$ cat src/rtl/clockdiv_pkg.sv
// Shared constants and helpers for the programmable clock divider.
package clockdiv_pkg;

  localparam int HZ_50M = 50000000;

  // Channel-index width; a single channel still gets a 1-bit select.
  function automatic int chw(input int nch);
    return (nch > 1) ? $clog2(nch) : 1;
  endfunction

endpackage

$ cat src/rtl/clockdiv_chan.sv
// One divider channel: counter, active/shadow half-period, registered oclk/otick.
// Latency: all outputs registered; a new half-period applies at the next half boundary (at once when stopped).
module clockdiv_chan #(
  parameter int WIDTH        = 32,
  parameter int DEFAULT_HALF = 6250000
) (
  input  logic             iclk,
  input  logic             reset,
  input  logic             en,
  input  logic             load,
  input  logic [WIDTH-1:0] load_val,
  output logic             oclk,
  output logic             otick,
  output logic             pending
);

  localparam logic [WIDTH-1:0] HALF_RST = WIDTH'(DEFAULT_HALF);

  logic [WIDTH-1:0] count_q, count_d;
  logic [WIDTH-1:0] half_q, half_d;
  logic [WIDTH-1:0] shadow_q, shadow_d;
  logic             pending_q, pending_d;
  logic             oclk_q, oclk_d;
  logic             otick_q, otick_d;

  always_comb begin
    count_d   = count_q;
    half_d    = half_q;
    shadow_d  = shadow_q;
    pending_d = pending_q;
    oclk_d    = oclk_q;
    otick_d   = 1'b0;

    if (!en || half_q == '0) begin
      count_d = '0;
      oclk_d  = 1'b0;
      if (pending_q) begin
        half_d    = shadow_q;
        pending_d = 1'b0;
      end
    end else if (count_q == half_q - 1'b1) begin
      count_d = '0;
      oclk_d  = ~oclk_q;
      otick_d = ~oclk_q;
      if (pending_q) begin
        half_d    = shadow_q;
        pending_d = 1'b0;
      end
    end else begin
      count_d = count_q + 1'b1;
    end

    // A write landing on a boundary must survive the apply above.
    if (load) begin
      shadow_d  = load_val;
      pending_d = 1'b1;
    end
  end

  always_ff @(posedge iclk) begin
    if (reset) begin
      count_q   <= '0;
      half_q    <= HALF_RST;
      shadow_q  <= HALF_RST;
      pending_q <= 1'b0;
      oclk_q    <= 1'b0;
      otick_q   <= 1'b0;
    end else begin
      count_q   <= count_d;
      half_q    <= half_d;
      shadow_q  <= shadow_d;
      pending_q <= pending_d;
      oclk_q    <= oclk_d;
      otick_q   <= otick_d;
    end
  end

  assign oclk    = oclk_q;
  assign otick   = otick_q;
  assign pending = pending_q;

endmodule

$ cat src/rtl/clockdiv_prog.sv
// Multi-channel programmable clock divider with glitch-free divisor updates.
// Latency: outputs registered per channel; no backpressure, loads to out-of-range channels are dropped.
module clockdiv_prog
  import clockdiv_pkg::*;
#(
  parameter int NCH          = 2,
  parameter int WIDTH        = 32,
  parameter int DEFAULT_HALF = 6250000
) (
  input  logic                   iclk,
  input  logic                   reset,
  input  logic                   load,
  input  logic [chw(NCH)-1:0]    load_ch,
  input  logic [WIDTH-1:0]       load_val,
  input  logic [NCH-1:0]         en,
  output logic [NCH-1:0]         oclk,
  output logic [NCH-1:0]         otick,
  output logic [NCH-1:0]         pending
);

  localparam int CHW = chw(NCH);

  logic [NCH-1:0] load_sel;

  always_comb begin
    load_sel = '0;
    for (int i = 0; i < NCH; i++) begin
      if (load && load_ch == CHW'(i)) load_sel[i] = 1'b1;
    end
  end

  for (genvar g = 0; g < NCH; g++) begin : g_chan
    clockdiv_chan #(
      .WIDTH        (WIDTH),
      .DEFAULT_HALF (DEFAULT_HALF)
    ) u_chan (
      .iclk     (iclk),
      .reset    (reset),
      .en       (en[g]),
      .load     (load_sel[g]),
      .load_val (load_val),
      .oclk     (oclk[g]),
      .otick    (otick[g]),
      .pending  (pending[g])
    );
  end

endmodule

$ cat config.mk
export PLATFORM = sky130hd
export DESIGN_NAME = clockdiv_prog
export DESIGN_NICKNAME = d
export VERILOG_FILES = /design/src/rtl/clockdiv_pkg.sv /design/src/rtl/clockdiv_chan.sv /design/src/rtl/clockdiv_prog.sv
export SDC_FILE = /design/constraint.sdc
export NUM_CORES = 1
export LEC_CHECK = 0
export ABC_AREA = 0
export CAP_MARGIN = 30
export CORE_MARGIN = 4
export CORE_UTILIZATION = 40
export DETAILED_ROUTE_END_ITERATION = 16
export PLACE_DENSITY = 0.55
export SLEW_MARGIN = 5
export SYNTH_ARGS = -nofsm -noshare
export SYNTH_HDL_FRONTEND = slang
export SYNTH_SLANG_ARGS = --single-unit
$ cat constraint.sdc
create_clock -name iclk -period 4.2 [get_ports iclk]
set_input_delay 1.26 -clock iclk [delete_from_list [all_inputs] [get_ports iclk]]
set_output_delay 1.26 -clock iclk [all_outputs]
set_load 0.02 [all_outputs]
==> results.md <==
| Parameter | Value |
|---|---|
| Unrepaired setup endpoints after global routing | no |
| Aggregate negative setup slack | 0 ns |
| Cell at the root of the clock tree | clkbuf_16 |
| Setup violation total in the final timing report | 0 |
| Number of antenna violations at the first check in global routing | 0 |
| Post-CTS setup-driven buffer insertion count | 0 |
| I/O Pins | 44 |
| Complex-gate fraction of the synthesized area | 14.3% |
| Avg Cell Area, Syn | 7.65 µm² |
| Path type of the worst min-delay path | flop to flop |
| Dominant cell type by area after synthesis | dfxtp_1 |
| Path depth of the worst reg2reg path | 11 |
| Largest fanout on the critical path | 36 |
| Startpoint class of the critical path | flop |
| Number of global-route vias before repair | 10451 |
| Xor-xnor portion of the synthesized cell area | 10.4% |
| Wire length of the first global-routing pass | 55.9 mm |
| WL final | 34.2 mm |
| Die X | 181 µm |
| Count of input and output buffers | 43 |
| Max cap viols | 0 |
| Number of optimization iterations in the first detailed-route pass | 5 |
| Maximum clock path buffer count | 2 |
| N_diodes | 0 |
| Die boundary height | 181 µm |
| DRC | 0 |
| Routability congestion estimate from global placement | 0.876 |
| Cells taking the most area after synthesis | dfxtp_1 (33%), nand2_1 (7.0%), nor3_1 (6.1%) |
| Net Count, Synth | 1614 |
| Maximum clock frequency | 0.279 GHz |
| Arrival time at the worst endpoint | 3.93 ns |
| Required time worst endpoint | 4.54 ns |
| Endpoint class of the critical path | flop |
| Post-DRT Antenna Nets | 0 |
| Total number of nets in the final design | 1562 |
| Core outline area | 29600 µm² |
| Fraction of synthesized cell area taken by the top area cell type | 33.0% |
| Cells traversed along the worst timing path | inv_1, ha_1, nor3b_2, nand4_1, or4_1, o31a_1, nor3_1, nor4bb_4, and2_2, buf_4, o211ai_1 |
| Detailed router's first-iteration violation count | 880 |
| Routed length per placed instance | 17.8 µm |
| Placed cell count | 1891 |
| Synthesis-stage register bit count | 198 |
| Critical Path Slowest Stage Cell | nor3b_2 |
| Fraction of registers with async set/reset | 0% |
| Overflow left after global routing | 0 |
| Final cell utilization of the core | 44.5% |
| TritonCTS clock tree | yes |
| Rows | 63 |
| Final HPWL from detailed placement | 23.6 mm |
| Global routing usage summed across all routing layers | 20.4% |
| Multi-input logic area | 7400 µm² |
| Power density over the cells | 306 nW/µm² |
| PostCTS Resize Cnt | 0 |
| Critical Setup Path Class | flop to flop |
| Final min period | 3.59 ns |
| FF+latch area | 3970 µm² |
| Routed via count divided by cell count | 5.74 |
| Mux contribution to synthesized area | 0.520% |
| Clock slew at reported path FFs | 0.09 ns |
| Post-synthesis sequential area ratio | 33.0% |
| Largest voltage drop on the vdd net | 297 µV |
| Total of hold buffers inserted after clock tree synthesis | 0 |
| Final instance count without filler cells | 1923 |
| Area growth from synthesis to layout | 9.78% |
| Number of hold violations in the final report | 0 |
| Main combinational cell family by area after synthesis | simple AND/OR/NAND/NOR gates |
| Worst-case hold path end point | g_chan[1].u_chan.shadow_q[23] |
| Final-layout fill cell count | 3021 |
| Largest net degree at the start of global routing | 114 |
| Number of library cell types mapped by synthesis | 70 |
| Die Footprint | 32900 µm² |
| Tightest Pin Transition | 0.714 ns |
| Total number of vias | 11042 |
| Synth Area in Adders | 0.416% |
| Most used DFF post-synth | dfxtp_1 |
| Number of buffers created by CTS | 17 |
| Hold depth | 2 |
| Final Max Slew Viols | 0 |
| Clk Latency, worst-skew pair | 0.46 ns |
| YS warnings | 0 |
| Final worst path period share | 85.5% |
| Most used cells in the layout excluding fill and tap cells | nand2_1 (225), dfxtp_1 (196), nor3_1 (147) |
| Setup slack on the worst flop-to-flop path | 0.61 ns |
| Ratio of cells with drive above 1 in the final layout | 6.39% |
| Clk sinks | 198 |
| Endpoint of the worst-slack reg-to-reg timing path | g_chan[0].u_chan.half_q[31] |
| Launch point of the worst reg-to-reg path | g_chan[0].u_chan.half_q[0] |
| Cells after synthesis | 1572 |
| Starting utilization of the core area | 40.6% |
| Origin of the worst min-delay path | g_chan[1].u_chan.shadow_q[23] |
| Crit-path max cell delay | 0.48 ns |
| Pleak | 0.00403 µW |
| Simple-Gate Fraction of Synth Area | 35.5% |
| Outcome | complete, no violations |
| Leading cell type in the layout, fill and taps excluded | nand2_1 |
| H-Tree Level Count | 4 |
| Cell area after synthesis | 12000 µm² |
| Worst slew slack as a fraction of its limit | 52.4% |
| EDFF count, synth | 0 |
| Worst clock skew | 0.0205 ns |
==> worst max path at each step <==
stage / startpoint / end / slack, ns / cells after the start
final: g_chan[0].u_chan.half_q[0] / g_chan[0].u_chan.half_q[31] / 0.61 / 11
after global routing: g_chan[0].u_chan.half_q[0] / g_chan[0].u_chan.half_q[10] / 0.36 / 11
after CTS: g_chan[0].u_chan.half_q[0] / g_chan[0].u_chan.half_q[30] / 0.64 / 11
after detailed placement: g_chan[0].u_chan.half_q[0] / g_chan[0].u_chan.half_q[28] / 0.63 / 11
after global placement: g_chan[1].u_chan.half_q[21] / g_chan[1].u_chan.half_q[29] / 0.70 / 9
after floorplan: g_chan[0].u_chan.half_q[0] / g_chan[0].u_chan.count_q[10] / 1.14 / 13
==> critical path: cells and delay by family, from the launching register on <==
kind                       cells  cell delay, ns
and+or+nand+nor                6            1.97
AOI/OAI and AO/OA              2            0.47
buffers and inverters          2            0.45
DFF                            1            0.37
adders and majority gates      1            0.19
==> Yosys cell counts (all sizes together), types with 8 or more instances <==
cell    number
nand2      225
dfxtp      198
nor3       148
a21oi      112
clkbuf     110
nand3       89
nor2        85
xnor2       80
xor2        63
nand2b      42
nor3b       40
buf         36
o311ai      35
or3         34
nand3b      33
nor4        32
nand4       24
o211a       24
and3        15
inv         13
or4         11
and2        10
o211ai      10
and4         8
o21ai        8
==> cells by family (layout without fill, tap and decap cells) <==
kind of cell	count (synthesis)	count (layout)
compound gates	245	245
xor+xnor	143	143
fa+ha+maj	4	4
buf+inv	159	120
flops	198	198
mux	6	6
simple gates	817	817
==> through the flow <==
step                      area (µm²)  setup slack [ns]  total power [µW]  hold WS (ns)
final                          13200             0.610              4040         0.456
after global routing           13200             0.361              4190         0.476
after CTS                      13200             0.643              4090         0.458
after detailed placement       12600             0.630              2360         0.447
after global placement         12600             0.704              2360         0.442
after floorplan                12000              1.14              2240         0.426
==> area by class of cell <==
cell class,count,share of cell area (%)
multi-input combinational,1215,56.0
sequential,198,30.1
timing repair buffer,75,5.28
tap,390,3.70
clock buffer,18,3.25
clock inverter,14,1.31
inverter,13,0.370
==> where the power goes <==
| part | internal, µW | switching (µW) |
|---|---|---|
| clock network | 816 | 906 |
| logic | 129 | 220 |
| registers | 1920 | 46.9 |
| total | 2870 | 1170 |
==> layer usage <==
layer  routed length, µm  GRT usage (%)  up-vias  share of wire, %
li1                    -              -     5497                 -
met1               16700           28.6     5336                49
met2               15900           33.4      177                47
met3                1030           2.84       32               3.0
met4                 505           4.98        0               1.5
met5                   0              0        -                 0
==> state kept, by name, summed over array words and instances, names as in the netlist <==
register / count
g_chan.u_chan.half_q: 64
g_chan.u_chan.shadow_q: 64
g_chan.u_chan.oclk: 2
g_chan.u_chan.otick: 2
g_chan.u_chan.pending: 2
g_chan.u_chan.count_q: 64
Note: power is estimated with default switching activity, not from simulation.
